`config.mk`:
```
export PLATFORM = sky130hd
export DESIGN_NAME = rob_multi_wb
export DESIGN_NICKNAME = d
export VERILOG_FILES = /design/src/rtl/rob_multi_wb.sv
export SDC_FILE = /design/constraint.sdc
export NUM_CORES = 2
export LEC_CHECK = 0
export CAP_MARGIN = 20
export CORE_MARGIN = 10
export CORE_UTILIZATION = 48
export DETAILED_ROUTE_END_ITERATION = 6
export DONT_BUFFER_PORTS = 1
export PLACE_DENSITY = 0.61
export SKIP_LAST_GASP = 1
export SYNTH_ARGS = -nofsm -noshare
export SYNTH_HDL_FRONTEND = slang
export SYNTH_SLANG_ARGS = --single-unit
```
`constraint.sdc`:
```
create_clock -name clk_in -period 11.7 [get_ports clk_in]
set_clock_uncertainty 0.1 [all_clocks]
set_input_delay 2.34 -clock clk_in [delete_from_list [all_inputs] [get_ports clk_in]]
set_output_delay 2.34 -clock clk_in [all_outputs]
set_load 0.01 [all_outputs]
```
`src/rtl/rob_multi_wb.sv`:
```
// Reorder buffer: in-order tag allocation at the tail, multi-port write-back with
// operand forwarding, and one-per-cycle head retirement with store handshake and flush.
module rob_multi_wb #(
    parameter int DEPTH    = 16,
    parameter int TAG_W    = 4,
    parameter int XLEN     = 32,
    parameter int WB_PORTS = 2
) (
    input  logic                      clk_in,
    input  logic                      rst_in,
    input  logic                      rdy_in,
    input  logic                      alloc_valid,
    input  logic [1:0]                alloc_type,
    input  logic [4:0]                alloc_rd,
    output logic                      alloc_ready,
    output logic [TAG_W-1:0]          alloc_tag,
    input  logic [TAG_W-1:0]          q1_tag,
    input  logic [TAG_W-1:0]          q2_tag,
    output logic                      q1_ready,
    output logic                      q2_ready,
    output logic [XLEN-1:0]           q1_value,
    output logic [XLEN-1:0]           q2_value,
    input  logic [WB_PORTS-1:0]       wb_valid,
    input  logic [WB_PORTS*TAG_W-1:0] wb_tag,
    input  logic [WB_PORTS*XLEN-1:0]  wb_value,
    input  logic [WB_PORTS*XLEN-1:0]  wb_target,
    input  logic [WB_PORTS-1:0]       wb_mispredict,
    output logic                      commit_valid,
    output logic [4:0]                commit_rd,
    output logic [XLEN-1:0]           commit_value,
    output logic [TAG_W-1:0]          commit_tag,
    output logic                      st_commit_valid,
    output logic [TAG_W-1:0]          st_commit_tag,
    input  logic                      st_commit_ack,
    output logic                      flush_valid,
    output logic [XLEN-1:0]           flush_pc,
    output logic                      rob_empty,
    output logic [TAG_W:0]            rob_count
);
    // Handshakes: an entry is allocated on an edge with rdy_in && alloc_valid && alloc_ready;
    // st_commit_valid stays high until the edge that samples st_commit_ack with rdy_in high.
    localparam logic [1:0] T_STORE = 2'd1;

    typedef enum logic {S_IDLE, S_ST_WAIT} head_state_t;

    head_state_t       state_q, state_d;
    logic [TAG_W-1:0]  head_q, tail_q;
    logic [TAG_W:0]    count_q;
    logic [DEPTH-1:0]  busy_q, ready_q, misp_q;
    logic [1:0]        type_q   [DEPTH];
    logic [4:0]        rd_q     [DEPTH];
    logic [XLEN-1:0]   value_q  [DEPTH];
    logic [XLEN-1:0]   target_q [DEPTH];

    logic              head_hit, retire, do_commit, do_flush, do_alloc;
    logic [XLEN-1:0]   q1_fwd, q2_fwd;

    assign alloc_ready     = (count_q < (TAG_W+1)'(DEPTH));
    assign alloc_tag       = tail_q;
    assign rob_count       = count_q;
    assign rob_empty       = (count_q == '0);
    assign st_commit_valid = (state_q == S_ST_WAIT);
    assign head_hit        = busy_q[head_q] && ready_q[head_q];

    always_ff @(posedge clk_in) begin
        if (rst_in) state_q <= S_IDLE;
        else        state_q <= state_d;
    end

    always_comb begin
        state_d   = state_q;
        retire    = 1'b0;
        do_commit = 1'b0;
        do_flush  = 1'b0;
        if (rdy_in) begin
            case (state_q)
                S_IDLE: begin
                    if (head_hit) begin
                        if (type_q[head_q] == T_STORE) begin
                            state_d = S_ST_WAIT;
                        end else begin
                            do_commit = 1'b1;
                            retire    = 1'b1;
                            // BRANCH and JALR both have type bit 1 set.
                            do_flush  = type_q[head_q][1] && misp_q[head_q];
                        end
                    end
                end
                S_ST_WAIT: begin
                    if (st_commit_ack) begin
                        retire  = 1'b1;
                        state_d = S_IDLE;
                    end
                end
                default: state_d = S_IDLE;
            endcase
        end
        do_alloc = rdy_in && alloc_valid && alloc_ready && !do_flush;
    end

    // Lowest-numbered matching port is applied last so it wins.
    always_comb begin
        q1_ready = ready_q[q1_tag];
        q1_fwd   = value_q[q1_tag];
        q2_ready = ready_q[q2_tag];
        q2_fwd   = value_q[q2_tag];
        for (int k = WB_PORTS - 1; k >= 0; k--) begin
            if (wb_valid[k] && wb_tag[k*TAG_W +: TAG_W] == q1_tag) begin
                q1_ready = 1'b1;
                q1_fwd   = wb_value[k*XLEN +: XLEN];
            end
            if (wb_valid[k] && wb_tag[k*TAG_W +: TAG_W] == q2_tag) begin
                q2_ready = 1'b1;
                q2_fwd   = wb_value[k*XLEN +: XLEN];
            end
        end
        q1_value = q1_ready ? q1_fwd : '0;
        q2_value = q2_ready ? q2_fwd : '0;
    end

    always_ff @(posedge clk_in) begin
        if (rst_in) begin
            head_q        <= '0;
            tail_q        <= '0;
            count_q       <= '0;
            busy_q        <= '0;
            ready_q       <= '0;
            commit_valid  <= 1'b0;
            commit_rd     <= '0;
            commit_value  <= '0;
            commit_tag    <= '0;
            st_commit_tag <= '0;
            flush_valid   <= 1'b0;
            flush_pc      <= '0;
        end else if (!rdy_in) begin
            commit_valid <= 1'b0;
            flush_valid  <= 1'b0;
        end else begin
            commit_valid <= do_commit;
            flush_valid  <= do_flush;
            if (do_commit) begin
                commit_rd    <= rd_q[head_q];
                commit_value <= value_q[head_q];
                commit_tag   <= head_q;
            end
            if (do_flush) flush_pc <= target_q[head_q];
            if (state_q == S_IDLE && state_d == S_ST_WAIT) st_commit_tag <= head_q;
            if (do_flush) begin
                busy_q  <= '0;
                head_q  <= '0;
                tail_q  <= '0;
                count_q <= '0;
            end else begin
                for (int k = WB_PORTS - 1; k >= 0; k--) begin
                    if (wb_valid[k] && busy_q[wb_tag[k*TAG_W +: TAG_W]])
                        ready_q[wb_tag[k*TAG_W +: TAG_W]] <= 1'b1;
                end
                if (do_alloc) begin
                    busy_q[tail_q]  <= 1'b1;
                    ready_q[tail_q] <= 1'b0;
                    tail_q          <= tail_q + TAG_W'(1);
                end
                if (retire) begin
                    busy_q[head_q] <= 1'b0;
                    head_q         <= head_q + TAG_W'(1);
                end
                count_q <= count_q + (TAG_W+1)'(do_alloc) - (TAG_W+1)'(retire);
            end
        end
    end

    // Payload storage needs no reset; only busy/ready qualify it.
    always_ff @(posedge clk_in) begin
        if (!rst_in && rdy_in && !do_flush) begin
            for (int k = WB_PORTS - 1; k >= 0; k--) begin
                if (wb_valid[k] && busy_q[wb_tag[k*TAG_W +: TAG_W]]) begin
                    value_q[wb_tag[k*TAG_W +: TAG_W]]  <= wb_value[k*XLEN +: XLEN];
                    target_q[wb_tag[k*TAG_W +: TAG_W]] <= wb_target[k*XLEN +: XLEN];
                    misp_q[wb_tag[k*TAG_W +: TAG_W]]   <= wb_mispredict[k];
                end
            end
            if (do_alloc) begin
                type_q[tail_q] <= alloc_type;
                rd_q[tail_q]   <= alloc_rd;
            end
        end
    end
endmodule

```
==> results.md <==
- # rows: 142
- Placed insts: 5979
- Worst Setup End Kind: output port
- # hold bufs at CTS: 0
- Critical Path, Cell by Cell: mux4_2, mux4_2, buf_4, nand2_1, nor2_1, a21oi_1, o21ai_0
- Worst-Skew Late Latency: 780 ps
- Setup repair bufs after CTS: 0
- EDFF count, synth: between 1000 and 1500
- CP Launch Type: primary input
- Register area share after synthesis: 0.5159
- Non-filler cells in the finished layout: around 6300
- Area leader, netlist: edfxtp_1
- CP max stage cell: mux4_2
- Clock Sinks: 1281
- Ys async rst share: 0
- CP top delay family: multiplexers
- Synth Area in Adders: 0.002709
- DRT Pass-1 Iters: 5
- Nets: 4290
- Die Ht: 407.5 microns
- Post-synthesis xor/xnor area fraction: 0.002674
- Total Wirelength: 235400 microns
- N_diodes: 0
- # DRC: 0
- Synthesis-stage register bit count: about 1300
- Gr ovfl total: 0
- WS Path Type: in -> out
- Post-DP HPWL: between 100000 and 150000 microns
- Simple-gate share of the synthesized area: 0.02801
- Grt met1 use: 0.3766
- FMAX: 137.5 MHz
- Max-slew violation count: 0
- Total GRT Usage: 0.2786
- Final period utilization: 0.6217
- Vias in the first global route: around 43000
- Largest net degree at the start of global routing: 135
- Full die area: roughly 0.17 sq mm
- Ports: between 300 and 400
- Post-Synthesis Cells: 4396
- Worst VDD drop: between 0.15 and 0.2 mV
- First-pass GRT wire length: 335200 microns
- Core area: about 0.15 sq mm
- Hold Crit Class: reg -> reg
- Port bufs: 0
- Drt initial violations: roughly 5700
- Slew HR: 0.1794
- Area after DPL: 0.07322 sq mm
- Worst Hold Slack: between 400 and 500 ps
- Arrival @ worst endpoint: 4830 ps
- Post-cts sizing count: 0
- Maxcap violations: 0
- Via/cell ratio: 6.804
- Setup TNS: 0 ps
- Mapped Avg Cell Area: 16.39 sq um
- WL per Instance: 37.64 microns
- Grt peak-use layer: met2
- CTS tree: built
- Number of distinct library cells after synthesis: 58
- Clock root buffer master: clkbuf_16
- Antenna violations before repair: 5
- Most frequent cell after synthesis: edfxtp_1
- Power Total: 9.983 mW
- Prevailing post-synth register cell: edfxtp_1
- PD cells: 128.1 mW/mm^2
- Share of Yosys cell area claimed by the top area cell type: 0.4801
- Ratio of cells with drive above 1 in the final layout: 0.3197
- Fin area: around 0.08 sq mm
- Antenna Nets Post-Route: 0
- CTS Buf Count: 148
- Clock-pin slew on the worst setup and hold paths: 60 ps
- Net Count, Synth: 4571
- Compound-Gate Fraction of Synth Area: 0.02691
- RSZ-0062 raised after global routing: false
- Largest fanout on the critical path: between 100 and 150
- Area growth, synth to finish: 8.184%
- Vias: 42550
- Final-report setup violation count: 0
- Synth cell count leaders: 1152 x edfxtp_1, 706 x mux2_1, 701 x mux4_2
- Placer Congestion: 0.8308
- Htree depth: 4
- Syn. warnings: 0
- Mapped cell area: 0.07206 sq mm
- Max Root-Sink Buffers: 3
- Min Tclk post-route: 7274 ps
- CP bufs+invs: 1
- Critical path's largest stage delay: 550 ps
- Area contributors post-synth: edfxtp_1 48%, mux4_2 22%, mux2_1 11%
- Worst-Margin Slew: roughly 1200 ps
- Met3 usage: 0.07771
- Leak: 24.85 nW
- Hold Vio Cnt, Final: 0
- Die width: 407.5 microns
- Largest family of logic cells by synthesized area: multiplexers
- Initial Utilization: 0.4817
- Mux cell area share after synthesis: 0.3919
- Worst EP required: approximately 9300 ps
- M2 GR Usage: 0.4413
- Status: completed
- Cell mode on critical path: mux4_2
[power breakdown]
group / switching (mW) / internal, mW / leakage [nW] / total, mW
combinational: 0.149 / 0.256 / 11.2 / 0.405
clock: 1.93 / 2.65 / 2.30 / 4.59
sequential: 0.00766 / 4.98 / 11.4 / 4.99
[tightest hold or removal path: cells and delay by family, from the launching register on]
kind | cells | cell delay [ps]
DFF | 1 | 340
and+or+nand+nor | 1 | 60
AOI/OAI and AO/OA | 1 | 50
[layout by cell type (no fill, tap or decap), drive strengths merged, types with 48 or more instances in the layout]
master,synthesis,routed
clkbuf,273,205
edfxtp,1152,1152
mux4,701,701
o21ai,87,87
nor2,112,112
buf,229,70
nand2,274,274
a21oi,147,147
clkinv,1,48
mux2,1026,1026
dfxtp,129,129
[area by class of cell]
| class | count | area, sq um |
|---|---|---|
| Clock buffer | 204 | 4016 |
| Sequential cell | 1281 | 37190 |
| Timing Repair Buffer | 71 | 578.1 |
| Clock inverter | 69 | 681.9 |
| Inverter | 19 | 71.32 |
| Fill cell | 12376 | 71650 |
| Tap cell | 2016 | 2522 |
| Multi-Input combinational cell | 2594 | 32890 |
[flip-flops by register name, indices dropped and copies added (netlist names), 5 cells and up, named ones only]
register and cells:
rob_count 5, commit_rd 5, target_q 512, rd_q 80, busy_q 16, ready_q 16, flush_pc 32, commit_value 32
value_q 512, misp_q 16, type_q 32
[routing by layer]
layer	up-vias	part of all wire	routed length (microns)
met4	4	0.027	6346
met3	383	0.10	24050
met1	22746	0.40	93830
met2	2148	0.47	111000
met5	-	0.00080	188
li1	17269	-	-
[kinds of logic (layout without fill, tap and decap cells)]
| kind of cell | Yosys count | after routing |
|---|---|---|
| mux | 1756 | 1756 |
| flops | 1281 | 1281 |
| buf+inv | 521 | 363 |
| simple gates | 476 | 476 |
| compound gates | 325 | 325 |
| xor+xnor | 22 | 22 |
| fa+ha+maj | 15 | 15 |
[stage by stage]
step / util / setup slack (ps)
after CTS: 0.5209 / 4581
after global routing: 0.5211 / 4360
after floorplan: - / 4564
after global placement: 0.4894 / 4566
after detailed placement: 0.4894 / 4581
final: 0.5211 / 4426
[final timing paths]
path | start | slack, ps | cells after the start | endpoint
setup / recovery | q1_tag[0] | 4430 | 7 | q1_value[17]
hold / removal | commit_rd[0] | 400 | 2 | commit_rd[0]
setup reg to reg | head_q[3] | 5530 | 11 | target_q[12][30]
hold reg to reg | commit_rd[0] | 400 | 2 | commit_rd[0]
(Power assumes the default switching activity.)
